`config.mk`:
```
export PLATFORM = sky130hd
export DESIGN_NAME = ccip_sum_line_reader
export DESIGN_NICKNAME = d
export VERILOG_FILES = /design/src/rtl/ccip_sum_reader_pkg.sv /design/src/rtl/ccip_rd_credit_ctr.sv /design/src/rtl/ccip_sum_line_reader.sv
export SDC_FILE = /design/constraint.sdc
export NUM_CORES = 1
export LEC_CHECK = 0
export ABC_CLOCK_PERIOD_IN_PS = 4700
export CAP_MARGIN = 5
export CORE_AREA = 8 8 269 271
export CTS_CLUSTER_DIAMETER = 120
export DETAILED_ROUTE_END_ITERATION = 16
export DIE_AREA = 0 0 277 279
export SYNTH_ARGS = -nofsm -noshare
export SYNTH_HDL_FRONTEND = slang
export SYNTH_SLANG_ARGS = --single-unit
```
`constraint.sdc`:
```
create_clock -name clk -period 4.7 [get_ports clk]
set_clock_uncertainty 0.15 [all_clocks]
set_input_delay 0.705 -clock clk [delete_from_list [all_inputs] [get_ports clk]]
set_output_delay 0.705 -clock clk [all_outputs]
set_load 0.1 [all_outputs]
```
`src/rtl/ccip_sum_reader_pkg.sv`:
```
// Shared types and constants for the CCI-P c0 line-sum read engine.
package ccip_sum_reader_pkg;

  typedef enum logic [1:0] {
    IDLE  = 2'd0,
    REQ   = 2'd1,
    DRAIN = 2'd2,
    DONE  = 2'd3
  } t_state;

  localparam int OP_W    = 64;
  localparam int OPA_LSB = 0;
  localparam int OPB_LSB = 64;
  localparam int MDATA_W = 16;
  localparam int LINE_W  = 512;

endpackage

```
`src/rtl/ccip_rd_credit_ctr.sv`:
```
// Tracks read requests in flight and gates new requests at MAX_OUTSTANDING.
module ccip_rd_credit_ctr #(
  parameter  int MAX_OUTSTANDING = 32,
  localparam int OCNT_W          = $clog2(MAX_OUTSTANDING + 1)
) (
  input  logic              clk,
  input  logic              reset_n,
  input  logic              inc,
  input  logic              dec,
  output logic [OCNT_W-1:0] outstanding,
  output logic              can_issue
);

  // A simultaneous issue and response leave the count unchanged.
  always_ff @(posedge clk) begin
    if (!reset_n) begin
      outstanding <= '0;
    end else if (inc && !dec) begin
      outstanding <= outstanding + OCNT_W'(1);
    end else if (dec && !inc) begin
      outstanding <= outstanding - OCNT_W'(1);
    end
  end

  assign can_issue = (outstanding < OCNT_W'(MAX_OUTSTANDING));

endmodule

```
`src/rtl/ccip_sum_line_reader.sv`:
```
// CCI-P c0 read engine: fetches num_lines lines from base_addr and sums operand pairs.
module ccip_sum_line_reader
  import ccip_sum_reader_pkg::*;
#(
  parameter int ADDR_W          = 42,
  parameter int CNT_W           = 16,
  parameter int MAX_OUTSTANDING = 32
) (
  input  logic               clk,
  input  logic               reset_n,
  input  logic               start,
  input  logic [ADDR_W-1:0]  base_addr,
  input  logic [CNT_W-1:0]   num_lines,
  output logic               c0_tx_valid,
  output logic [ADDR_W-1:0]  c0_tx_addr,
  output logic [MDATA_W-1:0] c0_tx_mdata,
  input  logic               c0TxAlmFull,
  input  logic               c0_rsp_valid,
  input  logic [LINE_W-1:0]  c0_rsp_data,
  output logic               busy,
  output logic               done,
  output logic [OP_W-1:0]    sum,
  output logic               overflow
);

  localparam int OCNT_W = $clog2(MAX_OUTSTANDING + 1);

  t_state              state;
  t_state              state_next;
  logic [ADDR_W-1:0]   base_r;
  logic [CNT_W-1:0]    num_r;
  logic [CNT_W-1:0]    req_cnt;
  logic [CNT_W-1:0]    rsp_cnt;
  logic                issue;
  logic                start_ok;
  logic                rsp_ok;
  logic                can_issue;
  logic [OCNT_W-1:0]   outstanding;
  logic [OP_W+1:0]     acc_next;
  logic                unused_rsp_hi;

  // Two extra bits keep both carries of the three-way add visible.
  function automatic logic [OP_W+1:0] add3(input logic [OP_W-1:0] s,
                                           input logic [OP_W-1:0] a,
                                           input logic [OP_W-1:0] b);
    return {2'b00, s} + {2'b00, a} + {2'b00, b};
  endfunction

  ccip_rd_credit_ctr #(
    .MAX_OUTSTANDING (MAX_OUTSTANDING)
  ) u_credit (
    .clk         (clk),
    .reset_n     (reset_n),
    .inc         (issue),
    .dec         (rsp_ok),
    .outstanding (outstanding),
    .can_issue   (can_issue)
  );

  assign start_ok      = (state == IDLE) && start;
  assign rsp_ok        = c0_rsp_valid && ((state == REQ) || (state == DRAIN));
  assign busy          = (state == REQ) || (state == DRAIN);
  assign acc_next      = add3(sum, c0_rsp_data[OPA_LSB +: OP_W], c0_rsp_data[OPB_LSB +: OP_W]);
  assign unused_rsp_hi = ^c0_rsp_data[LINE_W-1:OPB_LSB+OP_W];

  always_comb begin
    state_next = state;
    issue      = 1'b0;
    case (state)
      IDLE: begin
        if (start) state_next = (num_lines == '0) ? DONE : REQ;
      end
      REQ: begin
        issue = !c0TxAlmFull && can_issue;
        if (issue && (req_cnt == num_r - CNT_W'(1))) state_next = DRAIN;
      end
      DRAIN: begin
        if (rsp_cnt == num_r) state_next = DONE;
      end
      DONE:    state_next = IDLE;
      default: state_next = IDLE;
    endcase
  end

  // Stage p0: request issue, response accumulation and control registers.
  always_ff @(posedge clk) begin
    if (!reset_n) begin
      state       <= IDLE;
      base_r      <= '0;
      num_r       <= '0;
      req_cnt     <= '0;
      rsp_cnt     <= '0;
      c0_tx_valid <= 1'b0;
      c0_tx_addr  <= '0;
      c0_tx_mdata <= '0;
      done        <= 1'b0;
      sum         <= '0;
      overflow    <= 1'b0;
    end else begin
      state       <= state_next;
      done        <= (state == DONE);
      c0_tx_valid <= issue;
      if (issue) begin
        c0_tx_addr  <= base_r + ADDR_W'(req_cnt);
        c0_tx_mdata <= MDATA_W'(req_cnt);
        req_cnt     <= req_cnt + CNT_W'(1);
      end
      if (start_ok) begin
        base_r   <= base_addr;
        num_r    <= num_lines;
        req_cnt  <= '0;
        rsp_cnt  <= '0;
        sum      <= '0;
        overflow <= 1'b0;
      end else if (rsp_ok) begin
        sum      <= acc_next[OP_W-1:0];
        overflow <= overflow | (acc_next[OP_W+1:OP_W] != 2'b00);
        rsp_cnt  <= rsp_cnt + CNT_W'(1);
      end
    end
  end

  rsp_bound_a: assert property (@(posedge clk) disable iff (!reset_n)
    rsp_ok |-> (rsp_cnt < num_r));

  credit_bound_a: assert property (@(posedge clk) disable iff (!reset_n)
    outstanding <= OCNT_W'(MAX_OUTSTANDING));

endmodule

```
# After elaboration in Yosys (flattened, before gate mapping)
# Cells that the tools add are included.
dict set report classes {
  addsub 8
  magnitude_cmp 1
  eq_ne 8
  mux 8
  bitwise 2
  n_reduce_logical 16
}
# op count
set op_table {}
lappend op_table {{adder 65 x 64 -> 66 bit} 1}
lappend op_table {{adder 64 x 64 -> 65 bit} 1}
lappend op_table {{adder 42 x 16 -> 42 bit} 1}
lappend op_table {{adder 16 x 1 -> 16 bit (second input constant)} 2}
lappend op_table {{== test 16 bit} 2}
lappend op_table {{logical NOT 16 bit} 1}
lappend op_table {{subtractor 16 x 1 -> 16 bit (second input constant)} 1}
lappend op_table {{2-to-1 mux 6 bit} 2}
lappend op_table {{2-to-1 mux 2 bit} 4}
lappend op_table {{one-hot mux 2 bit (4 select lines)} 1}
lappend op_table {{adder 6 x 1 -> 6 bit (second input constant)} 1}
lappend op_table {{logical AND 1 bit} 6}
lappend op_table {{less-than comparator 6 bit (second input constant)} 1}
lappend op_table {{subtractor 6 x 1 -> 6 bit (second input constant)} 1}
lappend op_table {{== test 2 bit (second input constant)} 2}
lappend op_table {{!= test 2 x 1 -> 1 bit (second input constant)} 2}
lappend op_table {{nonzero test 2 bit} 2}
lappend op_table {{logical NOT 1 bit} 3}
lappend op_table {{AND reduction 3 bit} 1}
lappend op_table {{== test 2 x 1 -> 1 bit (second input constant)} 1}
lappend op_table {{logical NOT 2 bit} 1}
lappend op_table {{!= test 2 bit (second input constant)} 1}
lappend op_table {{OR reduction 2 bit} 1}
lappend op_table {{logical OR 1 bit} 1}
lappend op_table {{3 further kinds} 3}
dict set report word_totals {
  reg_bits 223
  input_bits 575
  word_cells 55
}

# Longest topological paths before layout
# Gate-level depths: netlist of run 1.
dict set report depth {
  ltp_word 7
  mapped_depth 17
  depth_no_buf 17
}

# Modules after synthesis
# A second synthesis of run 1 with hierarchy kept.
dict set report unflattened {
  hier_cells 1883
  area_unflattened_um2 15109.5
}
# module n_inst cells_each area_each_um2 seq_area_each_um2
set by_module_without_submodules {}
lappend by_module_without_submodules {ccip_sum_line_reader 1 1833 14679.1 4344.2}
lappend by_module_without_submodules {ccip_rd_credit_ctr 1 50 430.4 120.1}

# Worst setup path before layout of run 1
# OpenSTA, ideal clock, no wires.
dict set report synth_timing {
  path_type {reg-to-reg}
  startpoint {reg sum[7]}
  endpoint {reg sum[62]}
  arrival_ns 4.242
  slack_ns 0.181
  stages_incl_launch_ff 14
  n_path_buf 0
  cell_sequence {dfxtp_1 > fa_1 > ha_1 > and3_1 > and3_1 > a211oi_1 > a311oi_1 > o21bai_1 > o41ai_2 > a211oi_1 > o22ai_1 > o21ai_0 > a2111o_1 > o211ai_1}
}
dict set report synth_between {
  elab_chain_len 2
}
# element line_no
set synth_lines {}
lappend synth_lines {{start: declaration} ccip_sum_line_reader.sv:22} ;# output logic [OP_W-1:0] sum,
lappend synth_lines {{start signal: assignment} ccip_sum_line_reader.sv:116} ;# sum <= acc_next[OP_W-1:0];
lappend synth_lines {{adder 64 x 64 -> 65 bit} ccip_sum_line_reader.sv:46} ;# return {2'b00, s} + {2'b00, a} + {2'b00, b};
lappend synth_lines {{adder 65 x 64 -> 66 bit} ccip_sum_line_reader.sv:46}
# No other way between the ends.
# A chain may end at the register's enable or synchronous reset.

# Worst setup path in the final report of run 1
dict set report layout_timing {
  startpoint {in c0_rsp_data[2]}
  endpoint {reg sum[58]}
}
dict set report layout_between {
  elab_chain_len 2
}
# element line_no
set layout_lines {}
lappend layout_lines {{start: declaration} ccip_sum_line_reader.sv:19} ;# input logic [LINE_W-1:0] c0_rsp_data,
lappend layout_lines {{adder 64 x 64 -> 65 bit} ccip_sum_line_reader.sv:46}
lappend layout_lines {{adder 65 x 64 -> 66 bit} ccip_sum_line_reader.sv:46}
# No other way between the ends.

==> impl_metrics.ini, run 1 <==
[global_route]
grt_usage_pct = 15.5
grt_pass1_vias = 14400
antenna_found_initial = 16
grt.overflow.total = 0
grt_pass1_wl_um = 92700
grt_max_degree = 87

[floorplanning]
io_pins = 701
start_util_pct = 21.9
core_area_mm2 = 0.0680
die-area_mm2 = 0.0773
fp.dieH_um = 279
die_width_um = 277
rows = 96

[drt]
drt_pass1_iterations = 7
drtAntennaViolNets = 0
drt_drc_violations_left = 0
wl_per_cell_um = 19.4
drt_first_iter_violations = 853
via_count = 14600
wl_um = 62000
drt-vias-per-instance = 4.59

[power_and_ir_drop]
p_leak_nw = 8.47
p_clk_share_pct = 20.2
p_sw_share_pct = 47.7
sequentialPowerShare_pct = 22.1
comb_power_share_pct = 57.8
p_switching_w = 0.00533
peakVddDrop_uv = 421
power.internal_w = 0.00585
power.density_mw_per_mm2 = 534

[critical_path]
timing_worst_setup_path_type = input port to flip-flop
end_kind = flip-flop
crit_end = sum[58]
r2r_start = sum[2]
worstSetupStartpointType = input port
critical_path_required_ps = 4960
reg2reg_slack_ps = 520
crit_start = c0_rsp_data[2]
reg2reg_to = sum[58]
cp_data_arrival_time_ps = 4770
reg2reg_depth = 19
crit_fanout = 3

[yosys]
async_reset_ff_share_pct = 0
synth_cell_types = 62
yosysWarnings = 0
synth_sequential_area_ratio_pct = 29.9
syn_area_mm2 = 0.0149
synth_edf_count = 0
yosys-top-cells-area = dfxtp_1 30%, fa_1 9.0%, nand2_1 8.8%
synth-seq-cells = 223
netlist_instances = 1875
postSynthAreaPerCell_um2 = 7.95
ys.flop_type = dfxtp_1
synth_fp_nets = 2609
yosys.area.top_type_share_pct = 29.9
synth_area_leader_cell = dfxtp_1

[layout]
areaGrowthSynthToFinish_pct = 40.5
layout.nets = 3023
fin_util_pct = 30.8
final_layout_size_suffix_gt1_share_pct = 11.6
fillers = 7214

[cts]
htree_levels = 1
clock_sinks = 223
root_buffer = clkbuf_16
cts_buffers = 29
cts_buffer_depth = 3
postCtsResizedCells = 4
clk_pin_slew_ps = 60
cts_tree = built
post-cts-setup-buffers = 0
clk_latency_ps = 590
cts-hold-fix-buffers = 0

[timing]
fin_hold_ws_ps = 301
tightestPinTransition_ps = 1180
fin_crit_ps = 4510
max_freq_ghz = 0.222
hold_violations = 0
max-slew-margin-rel_pct = 21.1
timing.final.max_slew_violations = 0
finalSetupViolCount = 0
setup_tns_ps = 0
rsz0062_at_grt = no
fin_crit_sh_pct = 95.9

[placement]
hpwl_um = 49800
io_buffers = 316
place.gp.congestion = 0.911

[run_status]
outcome = complete, no violations

[worst_hold_path]
hp-class = flip-flop to flip-flop

[flow_run]
drv_cap = 0
-- layout make-up --
| class | instances | area (um^2) | share of cell area [%] |
|---|---|---|---|
| Timing Repair Buffer | 484 | 4340 | 20.7 |
| Inverter | 48 | 180 | 0.860 |
| Antenna cell | 4 | 10.0 | 0.0478 |
| Multi-Input combinational cell | 1503 | 9910 | 47.3 |
| Sequential cell | 223 | 4460 | 21.3 |
| Clock inverter | 6 | 98.8 | 0.472 |
| Clock buffer | 43 | 838 | 4.00 |
| Tap cell | 882 | 1100 | 5.27 |
-- layer usage --
layer  track usage (%)  share of wire [%]  vias to the layer above
li1                  -                  -                     7319
met1              20.4                 45                     6796
met2              24.2                 43                      424
met3              4.99                8.5                       86
met4              4.57                3.3                       24
met5                 0               0.24                        -
-- logic make-up (layout without fill, tap and decap cells) --
kind of cell | count (synthesis) | in the layout | synth area share, %
AOI/OAI and AO/OA | 501 | 501 | 19.5
muxes | 3 | 3 | 0.201
and+or+nand+nor | 681 | 681 | 20.3
DFF | 223 | 223 | 29.9
other | 0 | 4 | 0
buffers and inverters | 149 | 581 | 4.02
adders and majority gates | 159 | 159 | 16.7
xor gates and xnor gates | 159 | 159 | 9.34
-- layout by cell type, fill, tap and decap left out, drive strengths merged, types with 3 or more instances in the layout --
cell	netlist	routed
nand3	56	56
o22ai	3	3
clkdlybuf4s50	0	282
o21a	6	6
xor2	81	81
buf	14	202
nand4	36	36
nor2b	14	14
nand2	352	352
fa	67	67
clkbuf	87	43
nand2b	5	5
or3	13	13
and4	5	5
a21o	44	44
o211ai	5	5
and3	21	21
nor2	127	127
a221oi	3	3
dfxtp	223	223
a21boi	4	4
inv	48	50
a31o	3	3
and2	10	10
or4	6	6
nor3	18	18
o2111ai	4	4
xnor2	78	78
diode	0	4
mux2i	3	3
ha	92	92
a31oi	15	15
a2111oi	3	3
a211oi	21	21
a21oi	258	258
nor4	12	12
o21bai	15	15
o21ai	97	97
-- worst min-delay path by stage --
stage                               from        endpoint  slack (ps)  depth (start not counted)
after CTS                 c0_tx_addr[12]  c0_tx_addr[12]         300                          2
final                     c0_tx_addr[11]  c0_tx_addr[11]         300                          2
after floorplan                base_r[0]       base_r[0]         290                          2
after global routing      c0_tx_addr[15]  c0_tx_addr[15]         320                          2
after global placement     c0_tx_addr[2]   c0_tx_addr[2]         290                          2
after detailed placement  c0_tx_addr[12]  c0_tx_addr[12]         290                          2
-- worst max-delay path, cell delays in order --
cell             delay (ps)
clkdlybuf4s50_1         500
fa_1                    530
buf_4                   150
ha_1                    300
a211oi_2                260
o21bai_1                150
a211oi_1                270
buf_4                   160
a311oi_1                 80
buf_4                   160
o21bai_1                120
buf_4                   150
o41ai_2                  60
buf_4                   160
a211oi_4                280
o22ai_2                 160
buf_4                   150
o22ai_1                 150
xor2_1                  170
a211oi_1                 80
-- cells in the mapped netlist, drive strengths merged, types with 3 or more instances --
cell	n
and2	10
a21o	44
clkbuf	87
nand2b	5
dfxtp	223
nor2b	14
nor2	127
a21oi	258
a2111oi	3
ha	92
o21bai	15
a221oi	3
a21boi	4
or4	6
nand4	36
nor3	18
fa	67
o2111ai	4
or3	13
and3	21
nand2	352
buf	14
mux2i	3
inv	48
o211ai	5
o22ai	3
nand3	56
o21ai	97
and4	5
xor2	81
o21a	6
nor4	12
a211oi	21
a31o	3
a31oi	15
xnor2	78
-- stage by stage --
stage          cells  worst slack (ps)  area, um^2  power, W
5_1_grt         3189              3.43       20900    0.0120
3_5_place_dp    3140              -776       19900   0.00896
4_1_cts         3189              25.7       20900    0.0113
2_1_floorplan   1875               181       14900   0.00671
3_3_place_gp    3140              -800       19900   0.00895
6_report        3193               191       20900    0.0112
-- flip-flops by register name, indices dropped and copies added, names as in the netlist --
| signal | cells |
|---|---|
| state | 2 |
| c0_tx_mdata | 16 |
| req_cnt | 16 |
| rsp_cnt | 16 |
| num_r | 16 |
| base_r | 42 |
| overflow | 1 |
| u_credit.outstanding | 6 |
| done | 1 |
| sum | 64 |
| c0_tx_addr | 42 |
| c0_tx_valid | 1 |
-- power groups by stage --
stage                     sequential (W)  combinational (W)  clock [W]
final                            0.00247            0.00646    0.00225
after global routing             0.00252            0.00706    0.00238
after CTS                        0.00247            0.00650    0.00231
after detailed placement         0.00251            0.00646          0
after global placement           0.00250            0.00644          0
after floorplan                  0.00368            0.00303          0
Note: power is estimated with default switching activity, not from simulation.
==> run 2, diff against run 1 <==
Settings changed: CORE_AREA 8 8 269 271 to 2 2 271 273, DIE_AREA 0 0 277 279 to 0 0 273 275.
==> impl_metrics.ini, run 2 (synthesis results as in run 1) <==
[power_and_ir_drop]
power.density_mw_per_mm2 = 535
comb_power_share_pct = 57.7
p_clk_share_pct = 20.4
peakVddDrop_uv = 309
p_sw_share_pct = 47.8
p_leak_nw = 8.47
sequentialPowerShare_pct = 21.9
p_switching_w = 0.00540
power.internal_w = 0.00589

[run_status]
outcome = complete, no violations

[global_route]
busiest_layer = met2
grt_max_degree = 101
grt_use_met1_pct = 20.6
met3_usage_pct = 5.46
grt_pass1_vias = 14300
grt_pass1_wl_um = 89700
grt_usage_pct = 15.7
met2_usage_pct = 24.1
grt.overflow.total = 0
antenna_found_initial = 11

[layout]
fin_util_pct = 29.2
final_layout_size_suffix_gt1_share_pct = 11.8
layout_common_cells = 349 x nand2_1, 285 x clkdlybuf4s50_1, 257 x a21oi_1
finalNonFillerCells = 3268
layout.nets = 3020
max_flop_register = sum
largest_reg_flops = 64
layout_commonest_cell = nand2_1
top_regs = sum x64, base_r x42, c0_tx_addr x42
areaGrowthSynthToFinish_pct = 41.5

[floorplanning]
io_pins = 701
rows = 99
fp.dieH_um = 275
core_area_mm2 = 0.0723
die-area_mm2 = 0.0751
start_util_pct = 20.6
die_width_um = 273

[critical_path]
crit_family = compound AO/OA/AOI/OAI gates
critical_path_required_ps = 5060
reg2reg_slack_ps = 420
crit_cells = 19
r2r_start = sum[9]
crit_top_cell = buf_4
reg2reg_to = sum[62]
critical_path_buf_inv_count = 6
slowest_stage = fa_1
timing_worst_setup_path_type = input port to flip-flop
end_kind = flip-flop
cp_data_arrival_time_ps = 4880
worstSetupStartpointType = input port
crit_end = sum[62]
crit_fanout = 4
reg2reg_depth = 17
cpPeakStageDelay_ps = 490
cp_cell_sequence = clkdlybuf4s50_1 > fa_1 > ha_1 > buf_4 > and3_1 > and3_1 > a211oi_2 > buf_4 > a311oi_1 > buf_4 > o21bai_1 > buf_4 > o41ai_2 > buf_4 > a211oi_2 > o22ai_1 > o21ai_0 > a2111o_1 > o211ai_1
crit_start = c0_rsp_data[8]

[worst_hold_path]
hp-class = flip-flop to flip-flop

[timing]
fin_crit_sh_pct = 96.0
fin_crit_ps = 4510
max_freq_ghz = 0.222
setup_tns_ps = 0
tightestPinTransition_ps = 1170
finalSetupViolCount = 0
timing.final.max_slew_violations = 0
max-slew-margin-rel_pct = 21.6
hold_violations = 0

[drt]
via_count = 14700
wl_um = 60700
drt-vias-per-instance = 4.50
drt_first_iter_violations = 968
wl_per_cell_um = 18.6
drt_drc_violations_left = 0
drt_pass1_iterations = 5
drtAntennaViolNets = 0

[cts]
cts_buffer_depth = 3
clk_latency_ps = 590
cts-hold-fix-buffers = 0
htree_levels = 1
clock_sinks = 223
cts_tree = built
cts_buffers = 28
post-cts-setup-buffers = 0
root_buffer = clkbuf_16
clk_pin_slew_ps = 60

[placement]
place.gp.congestion = 0.928
io_buffers = 316
hpwl_um = 48200
placed_cells = 3215

[flow_run]
drv_cap = 0
-- run 2: changes by cell type in the layout (fill, tap and decap cells not counted), moves of 2 or more --
cell and delta:
diode_2 -3, clkinv_2 +2, clkbuf_1 -2, a211oi_1 -2
a211oi_2 +3, clkdlybuf4s50_1 +3, clkinvlp_4 +2, buf_4 -6
-- run 2: through the flow --
step	worst slack, ps	power, W	hold slack [ps]	area, um^2
floorplan	181	0.00671	291	14900
global placement	-758	0.00899	292	20000
detailed placement	-761	0.00899	294	20000
CTS	12.1	0.0114	303	21000
global route	-16.5	0.0121	319	21100
finish	186	0.0113	298	21100
-- run 2: how the worst min path moves through the flow --
stage	start	slack, ps	cells past startpoint	to
floorplan	base_r[0]	290	2	base_r[0]
detailed placement	c0_tx_addr[3]	290	2	c0_tx_addr[3]
global route	c0_tx_addr[3]	320	2	c0_tx_addr[3]
global placement	c0_tx_addr[3]	290	2	c0_tx_addr[3]
finish	c0_tx_addr[3]	300	2	c0_tx_addr[3]
CTS	c0_tx_addr[3]	300	2	c0_tx_addr[3]
-- run 2: cell type report --
cell class	instances	area, um^2
Sequential cell	223	4460
Tap cell	959	1200
Multi-Input combinational cell	1503	9930
Antenna cell	1	2.50
Clock buffer	40	806
Fill cell	7846	51200
Inverter	48	180
Clock inverter	12	173
Timing Repair Buffer	482	4340
-- run 2: power by group through the flow --
stage / Combinational [W] / Clock (W) / Sequential, W
floorplan: 0.00303 / 0 / 0.00368
global placement: 0.00648 / 0 / 0.00251
detailed placement: 0.00648 / 0 / 0.00251
CTS: 0.00653 / 0.00237 / 0.00248
global route: 0.00710 / 0.00244 / 0.00252
finish: 0.00651 / 0.00230 / 0.00248
-- run 2: tightest hold or removal path, delay by kind of cell (launching register included) --
kind / cells / cell delay, ps
AND/OR/NAND/NOR: 1 / 50
AO/OA/AOI/OAI: 1 / 50
flip-flops: 1 / 310
-- run 2: metal layers --
layer	wire, um	share of wire [%]	vias up
met4	2060	3.4	18
li1	-	-	7322
met1	27000	45	6829
met3	5520	9.1	81
met5	124	0.20	-
met2	25900	43	452
-- run 2: what timing repair did --
action | CTS | global route
resized for setup | 4 | 11
pin swaps | 0 | 3
endpoints found under the setup margin | 4 | 7
==> run 3, diff against run 2 <==
Settings changed: CORE_AREA 2 2 271 273 to 2 2 273 275, DIE_AREA 0 0 273 275 to 0 0 275 277, SYNTH_HIERARCHICAL from default to 1.
==> impl_metrics.ini, run 3 <==
[floorplanning]
core_area_mm2 = 0.0736
die-area_mm2 = 0.0762
io_pins = 701
rows = 100
start_util_pct = 20.5
fp.dieH_um = 277
die_width_um = 275

[timing]
hold_violations = 0
max_freq_ghz = 0.221
tightestPinTransition_ps = 1230
fin_crit_sh_pct = 96.1
fin_crit_ps = 4520
rsz0062_at_grt = no
max-slew-margin-rel_pct = 17.7
fin_hold_ws_ps = 302
timing.final.max_slew_violations = 0
finalSetupViolCount = 0

[drt]
wl_met3_um = 5250
maxUsedRoutingLayer = met5
wl_per_cell_um = 17.4
drtAntennaViolNets = 0
drt-vias-per-instance = 4.54
drt_drc_violations_left = 0
wl_um = 56500
drt_pass1_iterations = 5
met1_length_um = 27600
drt_first_iter_violations = 921
dr_wl_met2_um = 22400
via_count = 14800

[power_and_ir_drop]
p_leak_nw = 8.09
p_switching_w = 0.00440
peakVddDrop_uv = 330
p_clk_share_pct = 23.8
sequentialPowerShare_pct = 24.7
p_total_w = 0.00963
p_sw_share_pct = 45.7
power.internal_w = 0.00523
power.density_mw_per_mm2 = 458
comb_power_share_pct = 51.5

[global_route]
grt_pass1_vias = 14400
grt_pass1_wl_um = 85800
grt_max_degree = 85
grt_usage_pct = 14.5
antenna_found_initial = 17
grt.overflow.total = 0

[cts]
clk_pin_slew_ps = 60
cts-hold-fix-buffers = 0
cts_buffers = 30
clk_latency_ps = 590
htree_levels = 1
root_buffer = clkbuf_16
cts_buffer_depth = 3
cts_tree = built
clock_sinks = 223

[critical_path]
cp_cell_sequence = clkdlybuf4s50_1 > inv_2 > fa_1 > inv_1 > ha_2 > inv_1 > fa_2 > nor2b_2 > buf_4 > o2111ai_4 > a21o_1 > a21oi_2 > buf_4 > o211ai_1 > o41ai_2 > buf_4 > a41o_4 > a31o_4 > mux2i_1 > o21ai_0
cpPeakStageDelay_ps = 470
crit_family = compound AO/OA/AOI/OAI gates
critical_path_buf_inv_count = 7
cp_data_arrival_time_ps = 4800
critical_path_required_ps = 4980
crit_top_cell = buf_4
end_kind = flip-flop
slowest_stage = clkdlybuf4s50_1
worstSetupStartpointType = input port
crit_fanout = 4
timing_worst_setup_path_type = input port to flip-flop

[yosys]
yosysMostFrequentCell = nand2_1
synth_commonest_cells = 348 x nand2_1, 241 x a21oi_1, 223 x dfxtp_1
postSynthAreaPerCell_um2 = 8.02
synth_area_leader_cell = dfxtp_1
synth_fp_nets = 2617
synth_cell_types = 72
yosys.area.top_type_share_pct = 29.5
netlist_instances = 1883
synth-seq-cells = 223
synth_edf_count = 0
ys.flop_type = dfxtp_1
yosys-top-cells-area = dfxtp_1 30%, fa_1 8.9%, nand2_1 8.6%
synth_sequential_area_ratio_pct = 29.5
async_reset_ff_share_pct = 0
yosysWarnings = 6
syn_area_mm2 = 0.0151

[layout]
fin_util_pct = 28.6
register_area_mm2 = 0.00447
multi_input_area_mm2 = 0.0101
layout_commonest_cell = nand2_1
areaGrowthSynthToFinish_pct = 39.2
top_regs = sum x64, base_r x42, c0_tx_addr x42
fillers = 7899
layout_common_cells = 345 x nand2_1, 314 x clkdlybuf4s50_1, 238 x a21oi_1
max_flop_register = sum
layout.nets = 2980
largest_reg_flops = 64
final_layout_size_suffix_gt1_share_pct = 9.21

[worst_hold_path]
hp-class = flip-flop to flip-flop

[placement]
place.gp.congestion = 0.886
io_buffers = 316
hpwl_um = 44300

[flow_run]
drv_cap = 0

[run_status]
outcome = complete, no violations
==> run 3: cell types whose count changed after synthesis, moves of 6 or more <==
cell / previous run / this run
a211oi_1: 21 / 27
a21o_1: 44 / 35
a21oi_1: 258 / 241
clkbuf_1: 86 / 78
nor3b_1: 1 / 8
nor4_1: 12 / 18
o211ai_1: 5 / 15
xnor2_1: 78 / 65
==> run 3: through the flow <==
stage	cell area, um^2	cells	setup TNS (ps)	setup WS [ps]
global placement	19900	3182	-12430	-753
CTS	20900	3238	0	15.8
finish	21000	3248	0	185
global route	21000	3241	0	1.37
detailed placement	19900	3182	-11540	-794
floorplan	15100	1883	0	21.9
==> run 3: power by group through the flow <==
stage	clock network (W)	logic [W]	registers, W
6_report	0.00229	0.00496	0.00237
5_1_grt	0.00243	0.00539	0.00241
4_1_cts	0.00236	0.00491	0.00237
3_5_place_dp	0	0.00487	0.00241
3_3_place_gp	0	0.00487	0.00241
2_1_floorplan	0	0.00236	0.00336
==> run 3: repair_timing <==
action / 4_1_cts / 5_1_grt
pin swaps: 3 / 6
buffers inserted: 0 / 1
setup endpoints to repair: 7 / 15
gates resized for setup: 6 / 18
==> run 3: layout make-up <==
class | instances | area share (%)
multi-input cells | 1514 | 48.2
repair buffers | 430 | 19.2
diodes | 9 | 0.107
clock buffers | 41 | 4.05
clock inverters | 15 | 0.690
inverters | 47 | 0.839
flip-flops and latches | 223 | 21.2
well taps | 969 | 5.76
==> run 3: per-layer routing <==
layer | track usage (%) | vias up
met5 | 0 | -
met4 | 3.44 | 16
met3 | 5.19 | 74
met2 | 20.7 | 434
met1 | 20.6 | 6895
li1 | - | 7335
==> run 3: path summary, 6_finish.rpt <==
check / start / end / slack, ps / cells past startpoint
max: c0_rsp_data[0] / sum[59] / 180 / 20
min: c0_tx_addr[7] / c0_tx_addr[7] / 300 / 2
max reg2reg: sum[1] / sum[59] / 470 / 17
min reg2reg: c0_tx_addr[7] / c0_tx_addr[7] / 300 / 2
==> run 3: worst reg2reg max path, cell delays in order (launching register included) <==
cell,delay (ps)
dfxtp_1,340
fa_1,500
ha_2,190
inv_1,50
fa_2,340
nor2b_2,130
buf_4,160
o2111ai_4,130
a21o_1,260
a21oi_2,150
buf_4,130
o211ai_1,260
o41ai_2,420
buf_4,190
a41o_4,270
a31o_4,190
mux2i_1,170
o21ai_0,80
==> run 3: kinds of logic (layout without fill, tap and decap cells) <==
group	Yosys count	in the layout	synth area share, %
simple gates	696	696	20.9
compound gates	506	506	19.9
flops	223	223	29.5
fa+ha+maj	159	159	16.5
xor+xnor	146	146	8.46
buf+inv	146	533	4.19
mux	7	7	0.464
other cells	0	9	0
==> edit, RTL diff (settings of run 2) <==
Reset style: asynchronous (`reset_n`), changed in 2 clocked blocks.
--- a/src/rtl/ccip_rd_credit_ctr.sv
+++ b/src/rtl/ccip_rd_credit_ctr.sv
@@ -14,3 +14,3 @@
   // A simultaneous issue and response leave the count unchanged.
-  always_ff @(posedge clk) begin
+  always_ff @(posedge clk or negedge reset_n) begin
     if (!reset_n) begin
--- a/src/rtl/ccip_sum_line_reader.sv
+++ b/src/rtl/ccip_sum_line_reader.sv
@@ -85,3 +85,3 @@
   // Stage p0: request issue, response accumulation and control registers.
-  always_ff @(posedge clk) begin
+  always_ff @(posedge clk or negedge reset_n) begin
     if (!reset_n) begin
Behaviour: differs if reset_n is asserted again (counterexample within 4 cycles, from zero or initial values and one cycle with reset_n low); with reset_n held inactive, the same outputs for 4 cycles.
==> edit against run 2 <==
Sequential cell count unchanged; global-route usage increased by 0.43 points; worst hold slack got worse by 0.18 ns; cell count decreased by 4.1%; register-to-register slack improved by 0.24 ns; via count decreased by 2.0%; highest routed layer unchanged; final area increased by 1.1%; sequential share of layout area increased by 5.0 points; non-clock buffer count decreased by 115; area after synthesis increased by 6.5%; setup slack improved by 0.21 ns; power increased by 52%; routed wire length increased by 1.9%.
==> edit: results (changes against run 2) <==
INFO  metric status = completed
INFO  metric synth_ff_type = sky130_fd_sc_hd__dfrtp_1
INFO  metric tritoncts_buffer_count = 30 (+7.1%)
INFO  metric worst_ir_drop_vdd = 605.8 uV (+96%)
INFO  metric finalWeightedCongestion = 0.8949 (-3.6%)
INFO  metric hpwlAfterDp = 48610 um (+0.85%)
INFO  metric p_leak = 9.359 nW (+11%)
INFO  metric yosys-top-cells-area = sky130_fd_sc_hd__dfrtp_1 35%, sky130_fd_sc_hd__nand2_1 10%, sky130_fd_sc_hd__fa_1 8.5%
INFO  metric nets = 2884 (-4.5%)
INFO  metric num-fill-cells = 7680 (-2.1%)
INFO  metric route.detailed.wl_per_inst = 19.73 um (+6.2%)
INFO  metric critical-path-max-stage-delay = 0.52 ns (+0.03 ns)
INFO  metric place_area = 20250 um2 (+1.0%)
INFO  metric place_ws = -0.1775 ns (+0.5830 ns)
INFO  metric post-cts-setup-buffer-count = 0 (unchanged)
INFO  metric commonest_cells_in_the_synthesized_netlist = 443 x sky130_fd_sc_hd__nand2_1, 223 x sky130_fd_sc_hd__dfrtp_1, 155 x sky130_fd_sc_hd__a21oi_1
INFO  metric post_route_cells_drive_above_1_share = 0.07419 (-0.04366)
INFO  metric critPathArrivalTime = 4.59 ns (-0.29 ns)
INFO  metric grt_pass1_wl = 91580 um (+2.1%)
INFO  metric cts.path.max_buffers = 3 (unchanged)
INFO  metric antenna_found_initial = 33 (+22)
INFO  metric mappedNetlistNets = 2575 (-1.3%)
INFO  metric hold_class = in -> async
INFO  metric critical-path-slowest-cell = sky130_fd_sc_hd__fa_1
INFO  metric ctsResizeCount = 0 (-4)
INFO  metric number_of_global_route_vias_before_repair = 14025 (-1.8%)
INFO  metric timing.max_slew.rel_slack = 0.1662 (-0.05007)
INFO  metric async_reset_ff_frac = 1.000 (+1.000)
INFO  metric gr-usage-all-layers = 0.1617 (+0.004283)
INFO  metric synth.lib_cells_used.distinct = 79 (+27%)
INFO  metric maximum_number_of_pins_on_one_net_before_global_route_repair = 124 (+23%)
INFO  metric synth-seq-area-share = 0.3516 (+0.05214)
INFO  metric drt_iter0_drc = 874 (-9.7%)
INFO  metric detail_route.vias_per_cell = 4.595 (+2.1%)
==> edit: through the flow <==
stage | cells | util | TNS [ns]
after detailed placement | 3077 | 0.2800 | -0.9373
after global routing | 3129 | 0.2945 | 0
after global placement | 3077 | 0.2800 | -0.6597
after floorplan | 1841 | - | 0
after CTS | 3129 | 0.2945 | 0
final | 3135 | 0.2947 | 0
==> edit: routing by layer <==
metal | part of all wire | wire length [um] | up-vias | GRT usage
met5 | 0.0028 | 176 | - | 0
met4 | 0.032 | 1972 | 30 | 0.04861
met3 | 0.098 | 6077 | 93 | 0.05935
met2 | 0.40 | 24790 | 469 | 0.2318
met1 | 0.47 | 28830 | 6845 | 0.2249
li1 | - | - | 6967 | -
==> edit: cell families after synthesis <==
group | share of synthesized area
AND/OR/NAND/NOR | 0.2044
AO/OA/AOI/OAI | 0.1712
flip-flops | 0.3516
adder cells (fa/ha/maj) | 0.1570
XOR/XNOR | 0.08113
buffers and inverters | 0.03067
multiplexers | 0.003942
==> edit: area by class of cell <==
type / instances / area, um2 / area share
clock buffer: 38 / 862.1 / 0.04043
tap: 959 / 1200 / 0.05628
timing repair buffer: 367 / 3521 / 0.1651
sequential: 223 / 5580 / 0.2617
clock inverter: 14 / 190.2 / 0.008920
multi-input combinational: 1492 / 9817 / 0.4604
antenna: 6 / 15.01 / 0.0007042
inverter: 36 / 135.1 / 0.006338
==> edit: path summary, 6_finish.rpt <==
kind,slack [ns],startpoint,cells after the start,to
worst max register to register,0.66,sum[1],13,sum[57]
worst max-delay path,0.39,c0_rsp_data[1],14,sum[57]
worst min-delay path,0.11,reset_n,1,c0_tx_addr[8]
worst min register to register,0.32,c0_tx_mdata[6],2,c0_tx_mdata[6]
max in group asynchronous,3.26,reset_n,2,sum[8]
min in group clk,0.32,c0_tx_mdata[6],2,c0_tx_mdata[6]
==> edit: report_power, final <==
part	internal, mW	switching (mW)	total (mW)
sequential	2.66	0.723	3.38
combinational	3.62	7.73	11.3
clock	1.50	0.965	2.47
total	7.78	9.42	17.2
